[src/rtl/capture_pkg.sv]
// Shared types and widths for the capture writer and its word FIFO.
package capture_pkg;

  localparam int DDR_WORD_W = 128;
  localparam int DDR_ADX_W  = 27;
  localparam int FIFO_W     = DDR_ADX_W + DDR_WORD_W;

  // Encoding is visible on cap_state: 0 IDLE, 1 ARMED, 2 POST, 3 DONE.
  typedef enum logic [1:0] {
    CAP_IDLE  = 2'd0,
    CAP_ARMED = 2'd1,
    CAP_POST  = 2'd2,
    CAP_DONE  = 2'd3
  } cap_state_t;

endpackage

[src/rtl/capture_word_fifo.sv]
// Synchronous word FIFO holding {address, data} entries for the DDR write port.
// Push while full and pop while empty are ignored; flush empties it in one edge.
module capture_word_fifo import capture_pkg::*; #(
  parameter int DEPTH = 4,
  parameter int W     = FIFO_W,
  parameter int AW    = (DEPTH > 1) ? $clog2(DEPTH) : 1
) (
  input  logic         clk,
  input  logic         resetn,
  input  logic         flush,
  input  logic         push,
  input  logic [W-1:0] push_data,
  input  logic         pop,
  output logic [W-1:0] head,
  output logic         full,
  output logic         empty,
  output logic [AW:0]  count
);

  logic [W-1:0]  mem [DEPTH];
  logic [AW-1:0] rd_ptr;
  logic [AW-1:0] wr_ptr;
  logic          do_push;
  logic          do_pop;

  assign full    = (count == (AW + 1)'(DEPTH));
  assign empty   = (count == '0);
  assign do_push = push && !full;
  assign do_pop  = pop && !empty;
  assign head    = mem[rd_ptr];

  // Pointer and occupancy bookkeeping; flush behaves like a local reset.
  always_ff @(posedge clk) begin
    if (!resetn || flush) begin
      rd_ptr <= '0;
      wr_ptr <= '0;
      count  <= '0;
    end else begin
      if (do_push) wr_ptr <= wr_ptr + 1'b1;
      if (do_pop)  rd_ptr <= rd_ptr + 1'b1;
      if (do_push && !do_pop)      count <= count + 1'b1;
      else if (do_pop && !do_push) count <= count - 1'b1;
    end
  end

  // Storage array; contents are only meaningful below the occupancy count.
  always_ff @(posedge clk) begin
    if (do_push) mem[wr_ptr] <= push_data;
  end

endmodule

[src/rtl/capture_writer.sv]
// Packs logic-analyser samples into 128-bit words, writes them round-robin into
// a DDR capture region and runs the arm / trigger / post-trigger sequence.
//
// Write handshake: write_req = FIFO not empty AND write_allowed. Whenever
// write_req is high, wr_adx_out/wr_data_out (the FIFO head) are consumed at
// that clock edge and the head is popped; there is no other acceptance signal.
module capture_writer import capture_pkg::*; #(
  parameter int                   SAMPLE_W    = 16,
  parameter logic [DDR_ADX_W-1:0] BASE_ADX    = 27'h0,
  parameter int                   DEPTH_WORDS = 1 << 20,
  parameter int                   ADX_STEP    = 8,
  parameter int                   FIFO_DEPTH  = 4
) (
  input  logic                  clk,
  input  logic                  resetn,
  input  logic                  arm,
  input  logic                  abort,
  input  logic [SAMPLE_W-1:0]   sample_in,
  input  logic                  sample_valid,
  input  logic                  trigger,
  input  logic [23:0]           post_words,
  output logic [DDR_ADX_W-1:0]  wr_adx_out,
  output logic [DDR_WORD_W-1:0] wr_data_out,
  output logic                  write_req,
  input  logic                  write_allowed,
  output logic [1:0]            cap_state,
  output logic [DDR_ADX_W-1:0]  trig_adx,
  output logic                  wrapped,
  output logic                  overflow,
  output logic                  done
);

  localparam int SPW = DDR_WORD_W / SAMPLE_W;
  localparam int LW  = (SPW > 1) ? $clog2(SPW) : 1;
  localparam int CW  = ((FIFO_DEPTH > 1) ? $clog2(FIFO_DEPTH) : 1) + 1;
  localparam longint END_L = longint'(BASE_ADX) + longint'(DEPTH_WORDS) * longint'(ADX_STEP);
  localparam logic [DDR_ADX_W-1:0] END_ADX  = DDR_ADX_W'(END_L);
  localparam logic [DDR_ADX_W-1:0] STEP_ADX = DDR_ADX_W'(ADX_STEP);

  cap_state_t state, state_nxt;

  logic [LW-1:0]         lane;
  logic [DDR_WORD_W-1:0] pack_word;
  logic [DDR_WORD_W-1:0] pack_full;
  logic                  pend_valid;
  logic [DDR_WORD_W-1:0] pend_data;
  logic [DDR_ADX_W-1:0]  next_adx;
  logic [DDR_ADX_W-1:0]  adx_stepped;
  logic [DDR_ADX_W-1:0]  adx_adv;
  logic [DDR_ADX_W-1:0]  adx_after;
  logic                  wrap_hit;
  logic [23:0]           post_cnt;

  logic                  fifo_full;
  logic                  fifo_empty;
  logic [CW-1:0]         fifo_count;
  logic [FIFO_W-1:0]     fifo_head;

  logic push_ok, drop, intake, take_trig, arm_go, post_end;

  // The word completed on the previous edge goes out now unless the FIFO is
  // already full; a same-cycle pop does not make room for it.
  assign push_ok     = pend_valid && !fifo_full;
  assign drop        = pend_valid && (fifo_count == CW'(FIFO_DEPTH));
  assign adx_stepped = next_adx + STEP_ADX;
  assign wrap_hit    = (adx_stepped == END_ADX);
  assign adx_adv     = wrap_hit ? BASE_ADX : adx_stepped;
  // Address the word currently being packed will be enqueued with.
  assign adx_after   = push_ok ? adx_adv : next_adx;

  assign post_end  = (state == CAP_POST) && (post_cnt == '0);
  assign intake    = sample_valid && ((state == CAP_ARMED) || ((state == CAP_POST) && (post_cnt != '0)));
  assign take_trig = (state == CAP_ARMED) && trigger && sample_valid;
  assign arm_go    = arm && !abort && ((state == CAP_IDLE) || (state == CAP_DONE));

  assign write_req   = !fifo_empty && write_allowed;
  assign wr_adx_out  = fifo_empty ? '0 : fifo_head[FIFO_W-1 -: DDR_ADX_W];
  assign wr_data_out = fifo_empty ? '0 : fifo_head[DDR_WORD_W-1:0];
  assign cap_state   = state;
  assign done        = (state == CAP_DONE);

  // Current word with the incoming sample dropped into its lane.
  always_comb begin
    pack_full = pack_word;
    pack_full[int'(lane) * SAMPLE_W +: SAMPLE_W] = sample_in;
  end

  // Capture state register.
  always_ff @(posedge clk) begin
    if (!resetn) state <= CAP_IDLE;
    else         state <= state_nxt;
  end

  // Next-state logic; abort overrides every other transition.
  always_comb begin
    state_nxt = state;
    case (state)
      CAP_IDLE:  if (arm) state_nxt = CAP_ARMED;
      CAP_ARMED: if (trigger && sample_valid) state_nxt = CAP_POST;
      CAP_POST:  if ((post_cnt == '0) && fifo_empty && !pend_valid && !write_req) state_nxt = CAP_DONE;
      CAP_DONE:  if (arm) state_nxt = CAP_ARMED;
      default:   state_nxt = CAP_IDLE;
    endcase
    if (abort) state_nxt = CAP_IDLE;
  end

  // Packer, address generator, post counter and sticky status flags.
  always_ff @(posedge clk) begin
    if (!resetn) begin
      lane       <= '0;
      pack_word  <= '0;
      pend_valid <= 1'b0;
      pend_data  <= '0;
      next_adx   <= BASE_ADX;
      post_cnt   <= '0;
      trig_adx   <= '0;
      wrapped    <= 1'b0;
      overflow   <= 1'b0;
    end else if (abort) begin
      lane       <= '0;
      pack_word  <= '0;
      pend_valid <= 1'b0;
      post_cnt   <= '0;
    end else if (arm_go) begin
      lane       <= '0;
      pack_word  <= '0;
      pend_valid <= 1'b0;
      next_adx   <= BASE_ADX;
      post_cnt   <= '0;
      wrapped    <= 1'b0;
      overflow   <= 1'b0;
    end else begin
      pend_valid <= 1'b0;
      if (push_ok) begin
        next_adx <= adx_adv;
        if (wrap_hit) wrapped <= 1'b1;
        if ((state == CAP_POST) && (post_cnt != '0)) post_cnt <= post_cnt - 24'd1;
      end
      if (drop) overflow <= 1'b1;
      if (post_end) begin
        // Capture finished: any partially packed word is thrown away.
        lane      <= '0;
        pack_word <= '0;
      end else if (intake) begin
        pack_word <= pack_full;
        if (lane == LW'(SPW - 1)) begin
          lane       <= '0;
          pend_valid <= 1'b1;
          pend_data  <= pack_full;
        end else begin
          lane <= lane + 1'b1;
        end
      end
      if (take_trig) begin
        trig_adx <= adx_after;
        post_cnt <= (post_words == '0) ? 24'd1 : post_words;
      end
    end
  end

  capture_word_fifo #(
    .DEPTH (FIFO_DEPTH),
    .W     (FIFO_W),
    .AW    (CW - 1)
  ) u_fifo (
    .clk       (clk),
    .resetn    (resetn),
    .flush     (abort),
    .push      (push_ok),
    .push_data ({next_adx, pend_data}),
    .pop       (write_req),
    .head      (fifo_head),
    .full      (fifo_full),
    .empty     (fifo_empty),
    .count     (fifo_count)
  );

endmodule

[config.mk]
export PLATFORM = sky130hd
export DESIGN_NAME = capture_writer
export DESIGN_NICKNAME = d
export VERILOG_FILES = /design/src/rtl/capture_pkg.sv /design/src/rtl/capture_word_fifo.sv /design/src/rtl/capture_writer.sv
export SDC_FILE = /design/constraint.sdc
export NUM_CORES = 1
export LEC_CHECK = 0
export BUFFER_PORTS_ARGS = -buffer_cell sky130_fd_sc_hd__buf_2
export CAP_MARGIN = 10
export CORE_UTILIZATION = 60
export CTS_BUF_LIST = sky130_fd_sc_hd__clkbuf_8
export DETAILED_ROUTE_END_ITERATION = 10
export PLACE_DENSITY = 0.81
export SYNTH_ARGS = -nofsm -noshare
export SYNTH_HDL_FRONTEND = slang
export SYNTH_SLANG_ARGS = --single-unit
[constraint.sdc]
create_clock -name clk -period 5.43 [get_ports clk]
set_clock_uncertainty 0.2 [all_clocks]
set_input_delay 1.086 -clock clk [delete_from_list [all_inputs] [get_ports clk]]
set_output_delay 1.086 -clock clk [all_outputs]
set_load 0.01 [all_outputs]
=== Yosys cells after proc, flatten, opt, wreduce, memory -nomap -nowiden ===
Memory sizes are Yosys's and may differ from the RTL's. A register that Yosys moved wholly into a read port is not among the register bits.
Index checks and enable logic that the tools add are counted.

* RAM bits: 620
* Memories: 1
* Output and inout bits: 188
* Bits in registers: 349

* $add $sub $neg: 8
* Reductions and logical operators: 51
* Bitwise logic cells: 5
* Equality and inequality tests: 9
* Shifts and indexed selects: 2
* Muxes and demuxes: 27

{| class="wikitable"
|+ Memory list
! name !! depth !! bits a word !! rd ports !! clocked after memory_dff !! write ports !! line !! RTL
|-
| u_fifo.mem || 4 || 155 || 1 || 1 || 1 || capture_word_fifo.sv:20 || <nowiki>logic [W-1:0] mem [DEPTH];</nowiki>
|}

{| class="wikitable"
|+ Operator list
! kind !! count
|-
| $bwmux 128 || 1
|-
| $mux 128 || 1
|-
| $shift 16x33->128 const A || 1
|-
| $shiftx 16x33->128 || 1
|-
| $mux 27 || 4
|-
| $mux 24 || 4
|-
| $logic_not 24->1 || 2
|-
| $neg 7->33 || 1
|-
| $add 27x4->27 const B || 1
|-
| $eq 27x24->1 const B || 1
|-
| $reduce_bool 24->1 || 1
|-
| $sub 24x1->24 const B || 1
|-
| $logic_and 1x1->1 || 18
|-
| $reduce_bool 2->1 || 6
|-
| $mux 2 || 5
|-
| $mux 3 || 3
|-
| $reduce_and 3->1 || 3
|-
| $logic_not 1->1 || 8
|-
| $mux 1 || 8
|-
| $add 3x1->3 const B || 2
|-
| $eq 3x3->1 const B || 2
|-
| $ne 2x1->1 const B || 3
|-
| $pmux 2 s3 || 1
|-
| $not 1->1 || 5
|-
| 13 further kinds || 19
|}

=== Logic depth before layout (Yosys ltp) ===
Gate-level depths: netlist (run 1).

* Depth after elaboration: 8
* Mapped depth: 13
* Depth with buffers taken out: 9

=== Modules after synthesis ===
From an unflattened synthesis (run 1), not the netlist that was laid out.

* Cell total of the unflattened synthesis: 2819
* Area total of the unflattened synthesis: 39404.0 um^2

{| class="wikitable"
|+ Modules (own cells, without submodules)
! module !! cells each !! instances !! area an instance (um^2)
|-
| capture_word_fifo || 859 || 1 || 22794.4
|-
| capture_writer || 1960 || 1 || 16609.7
|}

=== Worst setup path before layout (run 1) ===
No wires, ideal clock.

* Path kind: register to register
* Start point: reg u_fifo.count[0]
* End point: mem u_fifo.mem[0][0] (netlist bit) (enable)
* Path buffers: 1
* Cell stages (with the launch flop): 4
* Arrival time: 4242 ps
* Slack: 453 ps
* Period minus slack after synthesis: 4977 ps
* Cell sequence: dfxtp_1 > or3b_2 > buf_2 > and3_1

* Cells in the longest elaborated chain, start to end: 6

{| class="wikitable"
|+ RTL lines
! what !! line !! RTL
|-
| from (decl) || capture_word_fifo.sv:17 || <nowiki>output logic [AW:0] count</nowiki>
|-
| from (signal assigned) || capture_word_fifo.sv:41 || <nowiki>if (do_push && !do_pop) count <= count + 1'b1;</nowiki>
|-
| from (signal assigned) || capture_word_fifo.sv:42 || <nowiki>else if (do_pop && !do_push) count <= count - 1'b1;</nowiki>
|-
| $eq 3x3->1 * || capture_word_fifo.sv:26 || <nowiki>assign full = (count == (AW + 1)'(DEPTH));</nowiki>
|-
| $logic_not 1->1 * || capture_word_fifo.sv:28, capture_writer.sv:63 ||
|-
| $logic_and 1x1->1 || capture_writer.sv:63 || <nowiki>assign push_ok = pend_valid && !fifo_full;</nowiki>
|-
| $logic_and 1x1->1 * || capture_word_fifo.sv:28 || <nowiki>assign do_push = push && !full;</nowiki>
|-
| $mux 1 * || capture_word_fifo.sv:48 || <nowiki>if (do_push) mem[wr_ptr] <= push_data;</nowiki>
|-
| $mux 1 (implied by the code) * || capture_word_fifo.sv:48 ||
|-
| to (decl) || capture_word_fifo.sv:20 ||
|}

Every way passes the cells marked *; elsewhere a longest branch is shown, timed or not.

==> results.sh, run 1 <==
export IMPL_status="finished, final reports clean"
export IMPL_core_mm2=0.0647
export IMPL_synth_flop_cell="edfxtp_1"
export IMPL_crit_chain="buf_4 -> mux4_2 -> and2_1 -> buf_2"
export IMPL_fmaxAchievable_ghz=0.238
export IMPL_path_clk_slew_ps=60
export IMPL_timing_rr_start="next_adx[3]$_SDFFE_PN0N_"
export IMPL_via_count=24274
export IMPL_worst_slew_pin_slew_ps=1140
export IMPL_grt_pass1_vias=24015
export IMPL_start_util_pct=61.0
export IMPL_cts_hold_buffers=0
export IMPL_cp_end_kind="output port"
export IMPL_die_x_um=258
export IMPL_synthArstFlopShare_pct=0
export IMPL_ctsHtreeMaxLevel=4
export IMPL_cts_sinks=971
export IMPL_nets=3130
export IMPL_min_from="pack_word[68]$_SDFFE_PP0N_"
export IMPL_slowest_stage="dfxtp_4"
export IMPL_portBuffers=234
export IMPL_ys_seq_area_share_pct=65.0
export IMPL_ant_nets=0
export IMPL_synthToLayoutAreaGrowth_pct=11.8
export IMPL_ir_drop_mv=0.233
export IMPL_reg2reg_to="trig_adx[23]$_SDFFE_PN0P_"
export IMPL_hold_path_class="reg2reg"
export IMPL_critPathLaunchType="register"
export IMPL_grt_start_max_net_pins=178
export IMPL_drv_slew=0
export IMPL_hold_violations=0
export IMPL_ys_types=67
export IMPL_synth_cells=2853
export IMPL_power_density_mw_per_mm2=312
export IMPL_dieHeight_um=258
export IMPL_ys_warn_count=0
export IMPL_holdPathEnd="pack_word[68]$_SDFFE_PP0N_"
export IMPL_row_count=93
export IMPL_r2r_cells=8
export IMPL_gr_usage_all_layers_pct=26.4
export IMPL_drive_above_1_share_pct=24.6
export IMPL_io_pins=235
export IMPL_layout_commonest_cell="edfxtp_1"
export IMPL_gp_congestion=0.899
export IMPL_synth_edf_count=620
export IMPL_syn_nets=2917
export IMPL_grt_setup_unrepaired="false"
export IMPL_cts_max_path_buffers=3
export IMPL_maxCapViolations=0
export IMPL_cts_root_buffer="clkbuf_8"
export IMPL_power_leakage_nw=15.9
export IMPL_drc=0
export IMPL_cts_resized=0
export IMPL_worstSetupPathType="reg2out"
export IMPL_post_cts_buffers=0
export IMPL_ff2ff_setup_slack_ps=1670
export IMPL_finalSetupViolations=0
export IMPL_routed_wl_mm=87.2
export IMPL_dieArea_mm2=0.0668
export IMPL_crit_required_ps=4140
export IMPL_drt_iter0_markers=2219
export IMPL_syn_avg_cell_area_um2=13.8
export IMPL_first_pass_iters=7
export IMPL_clock_latency_ps=810
export IMPL_final_cell_mix="edfxtp_1 (620), dfxtp_1 (349), nor2_1 (269), buf_2 (234), and2_1 (181)"
export IMPL_relSlewSlack_pct=23.7
export IMPL_cts_tree="yes"
export IMPL_slowest_delay_ps=790
export IMPL_syn_area_mm2=0.0395
export IMPL_routedWlPerCell_um=21.5
export IMPL_dp_hpwl_mm=53.8
export IMPL_fin_setup_tns_ps=0
export IMPL_viasPerCell=5.99
export IMPL_whs_path_depth=2
export IMPL_numCtsBuffers=152
export IMPL_antenna_found_initial=7
export IMPL_min_period_ps=4200
export IMPL_grt_pass1_wl_mm=136
export IMPL_ys_ff_latch=971
export IMPL_total_power_mw=13.8
export IMPL_grt_ovfl_total=0
export IMPL_critPathMaxFanout=39
export IMPL_arrival_ps=2920
export IMPL_finalCritPeriodShare_pct=77.4
-- layer usage --
layer / share of wire (%) / global-route usage [%] / up-vias
li1: - / - / 11114
met1: 42 / 35.9 / 12150
met2: 49 / 42.3 / 848
met3: 6.4 / 5.16 / 162
met4: 2.7 / 9.89 / 0
met5: 0 / 0 / -
-- how the worst max path moves through the flow --
stage / from / to / cells after the start / slack [ps]
floorplan: u_fifo.count[0]$_SDFFE_PP0P_ / u_fifo.mem[0][0]$_DFFE_PP_ / 3 / 450
global placement: resetn / pack_word[47]$_SDFFE_PP0N_ / 7 / 1660
detailed placement: resetn / pack_word[46]$_SDFFE_PP0N_ / 7 / 1480
CTS: register / wr_data_out[30] / 4 / 1120
global route: register / wr_data_out[81] / 4 / 1090
finish: register / wr_data_out[116] / 4 / 1230
-- sequential cells by signal, indices dropped and copies added (netlist names), 3 cells and up, named ones only --
signal / cells
u_fifo.mem: 620
pack_word: 128
pend_data: 128
next_adx: 27
trig_adx: 27
post_cnt: 24
lane: 3
u_fifo.count: 3
-- critical path: cells and delay by family, from the launching register on --
| family | cells | cell delay (ps) |
|---|---|---|
| buffers and inverters | 2 | 660 |
| and+or+nand+nor | 1 | 190 |
| DFF | 1 | 790 |
| muxes | 1 | 410 |
-- final cells by class --
cell class | count | area, um2
clock buffer | 162 | 2230
tap | 855 | 1070
inverter | 17 | 68.8
sequential | 971 | 25700
fill | 4444 | 20600
timing repair buffer | 272 | 1570
antenna | 7 | 17.5
multi-input combinational | 1652 | 12800
clock inverter | 118 | 687
-- synthesized netlist by cell type, types with 30 or more instances --
| master | n | area [um2] |
|---|---|---|
| mux2i_1 | 68 | 681 |
| dfxtp_1 | 351 | 7030 |
| xnor2_1 | 37 | 324 |
| and2_1 | 182 | 1140 |
| nand3_1 | 128 | 641 |
| o21ai_0 | 133 | 666 |
| nand2_1 | 171 | 642 |
| mux4_2 | 155 | 3490 |
| nor2_1 | 269 | 1010 |
| clkbuf_1 | 146 | 548 |
| a211oi_2 | 128 | 1600 |
| a211oi_1 | 30 | 225 |
| a21oi_1 | 131 | 656 |
| edfxtp_1 | 620 | 18600 |
-- logic make-up (layout without fill, tap and decap cells) --
kind of cell / after synthesis / in the layout / share of synthesized area [%]
AOI/OAI and AO/OA: 478 / 478 / 9.14
xor gates and xnor gates: 48 / 48 / 1.07
adders and majority gates: 17 / 17 / 0.558
buffers and inverters: 230 / 569 / 2.65
DFF: 971 / 971 / 65.0
muxes: 223 / 223 / 10.6
other: 0 / 7 / 0
and+or+nand+nor: 886 / 886 / 11.0
-- metrics by stage --
step	instances	utilization, %	area, um2	setup slack, ps	hold WS, ps
after floorplan	2853	-	39500	453	236
final	4054	68.2	44100	1230	256
after CTS	4047	68.1	44100	1120	254
after detailed placement	3767	63.6	41200	1480	246
after global placement	3767	63.6	41200	1660	242
after global routing	4051	68.2	44100	1090	270
-- power breakdown --
part / internal [mW] / switching (mW) / total, mW
Sequential: 7.76 / 0.00370 / 7.77
Clock: 2.99 / 2.83 / 5.82
Combinational: 0.0467 / 0.126 / 0.173
Note: power is estimated with default switching activity, not from simulation.
==> inputs of run 2 (changes only) <==
Settings changed: ABC_AREA set to 1.
Clock period 5.43 ns to 4 ns, I/O delays scaled along.
==> run 2 against run 1 <==
Net effect: clock power up 35%; critical path depth up 1; global-route usage up 2.7 points; final area up 0.89%; non-clock buffer count up 36; first-iteration DRC count up 39%; critical path type unchanged.
==> results.sh, run 2 <==
export IMPL_hold_path_class="in2reg"
export IMPL_grt_pass1_wl_mm=152
export IMPL_dp_hpwl_mm=60.0
export IMPL_pre_cts_slack_ps=469
export IMPL_synth_flop_cell="edfxtp_1"
export IMPL_arrival_ps=2730
export IMPL_drc=0
export IMPL_critPathMaxFanout=82
export IMPL_syn_area_mm2=0.0395
export IMPL_clock_latency_ps=810
export IMPL_synth_edf_count=620
export IMPL_largest_reg_flops=620
export IMPL_synthTopCellsByCount="nor2_1 (1028), o21ai_0 (638), edfxtp_1 (620)"
export IMPL_min_period_ps=3730
export IMPL_first_pass_iters=6
export IMPL_drive_above_1_share_pct=12.0
export IMPL_grt_start_max_net_pins=156
export IMPL_core_mm2=0.0648
export IMPL_cp_end_kind="output port"
export IMPL_crit_chain="inv_6 -> buf_12 -> o21ai_0 -> a21oi_1 -> buf_2"
export IMPL_ys_top_cells_by_area="edfxtp_1 (47%), dfxtp_1 (18%), nor2_1 (9.8%)"
export IMPL_crit_required_ps=3000
export IMPL_setup_slack_ps=265
export IMPL_cts_resized=0
export IMPL_synth_top_area_share_pct=47.1
export IMPL_gp_congestion=1.01
export IMPL_status="finished, final reports clean"
export IMPL_synth_cells=4123
export IMPL_critPathLaunchType="register"
export IMPL_power_leakage_nw=17.0
export IMPL_cp_depth=5
export IMPL_critPathTopFamily="buffers and inverters"
export IMPL_synthArstFlopShare_pct=0
export IMPL_dieHeight_um=259
export IMPL_portBuffers=234
export IMPL_ctsHtreeMaxLevel=4
export IMPL_fin_setup_tns_ps=0
export IMPL_synth_most_common_cell="nor2_1"
export IMPL_routed_wl_mm=97.9
export IMPL_dieArea_mm2=0.0669
export IMPL_final_cell_mix="nor2_1 (1024), o21ai_0 (638), edfxtp_1 (620), nand2_1 (417), dfxtp_1 (349)"
export IMPL_layout_commonest_cell="nor2_1"
export IMPL_cts_root_buffer="clkbuf_8"
export IMPL_ant_nets=0
export IMPL_numCtsBuffers=150
export IMPL_power_density_mw_per_mm2=424
export IMPL_finalSetupViolations=0
export IMPL_nets=4384
export IMPL_worstSetupPathType="reg2out"
export IMPL_slowest_delay_ps=460
export IMPL_dpl_cell_count=5021
export IMPL_drv_slew=0
export IMPL_r2r_cells=8
export IMPL_io_pins=235
export IMPL_syn_avg_cell_area_um2=9.59
export IMPL_fmaxAchievable_ghz=0.268
export IMPL_top_register="u_fifo.mem"
export IMPL_ys_types=42
export IMPL_finalCritPeriodShare_pct=93.4
export IMPL_fillers=4708
export IMPL_cts_tree="yes"
export IMPL_cts_sinks=971
export IMPL_drt_iter0_markers=3077
export IMPL_whs_path_depth=3
export IMPL_grt_ovfl_total=0
export IMPL_ir_drop_mv=0.284
export IMPL_grt_setup_unrepaired="false"
export IMPL_row_count=93
export IMPL_path_clk_slew_ps=60
export IMPL_via_count=30209
export IMPL_worst_slew_pin_slew_ps=962
export IMPL_antenna_found_initial=8
export IMPL_cts_max_path_buffers=3
export IMPL_slowest_stage="dfxtp_4"
export IMPL_viasPerCell=5.69
export IMPL_gr_usage_all_layers_pct=29.1
export IMPL_hold_violations=0
export IMPL_syn_nets=4187
export IMPL_ys_ff_latch=971
export IMPL_final_cells=5309
export IMPL_ys_warn_count=0
export IMPL_largest_registers="u_fifo.mem: 620 flops, pack_word: 128 flops, pend_data: 128 flops"
export IMPL_start_util_pct=61.0
export IMPL_maxCapViolations=0
export IMPL_critPathBufInv=3
export IMPL_ys_seq_area_share_pct=64.9
export IMPL_synth_area_leader_cell="edfxtp_1"
export IMPL_hold_slack_ps=91.7
export IMPL_grt_pass1_vias=28045
export IMPL_synthToLayoutAreaGrowth_pct=12.6
export IMPL_routedWlPerCell_um=18.4
export IMPL_relSlewSlack_pct=35.7
export IMPL_die_x_um=259
[run 2: path summary, 6_finish.rpt]
path	to	start	slack [ps]
worst max-delay path	wr_data_out[22]	register	270
worst min-delay path	post_cnt[18]$_SDFFE_PP0P_	post_words[18]	90
worst max register to register	post_cnt[10]$_SDFFE_PP0P_	u_fifo.count[0]$_SDFFE_PP0P_	340
worst min register to register	pack_word[15]$_SDFFE_PP0N_	pack_word[15]$_SDFFE_PP0N_	250
[run 2: metrics by stage]
step,util [%],power (mW),instance area [um2]
final,68.7,18.9,44500
after detailed placement,64.1,11.2,41600
after global placement,64.1,11.2,41600
after floorplan,-,11.1,39500
after CTS,68.6,18.9,44400
after global routing,68.6,19.4,44500
[run 2: area by class of cell]
| class | instances | area [um2] | area share [%] |
|---|---|---|---|
| clock inverter | 102 | 522 | 1.17 |
| multi-input combinational | 2682 | 12100 | 27.1 |
| timing repair buffer | 308 | 2000 | 4.50 |
| clock buffer | 171 | 2350 | 5.29 |
| sequential | 971 | 25700 | 57.6 |
| antenna | 13 | 32.5 | 0.0731 |
| inverter | 207 | 792 | 1.78 |
| tap | 855 | 1070 | 2.40 |
[run 2: worst reg2reg max path, cell delays in order (launching register included)]
cell      delay [ps]
dfxtp_1          350
nor2_1           230
nand2_1           90
nand2_1          420
clkinv_1         760
nand2_2          350
nand2_1          570
o21ai_0          450
a31oi_1           70
[run 2: power by group]
group | internal [mW] | switching (mW)
clock network | 4.06 | 3.77
registers | 10.6 | 0.0116
logic | 0.131 | 0.326
total | 14.7 | 4.11
[run 2: cells by family after synthesis]
family                     share of synthesized area, %
AOI/OAI and AO/OA                                  14.4
xor gates and xnor gates                          0.399
adders and majority gates                         0.557
buffers and inverters                              4.70
DFF                                                64.9
and+or+nand+nor                                    15.1
[run 2: repair_timing]
action / in CTS / in global routing
endpoints found under the setup margin: 0 / 2
hold buffers: 1 / 0
buffers inserted: 0 / 1
endpoints found under the hold margin: 1 / 0
[run 2: per-layer routing]
metal  vias to the layer above  share of wire (%)  track usage, %
li1                      14454                  -               -
met1                     14365                 41            39.0
met4                         4                2.9            10.9
met3                       181                8.4            6.65
met5                         -              0.027               0
met2                      1205                 48            46.3
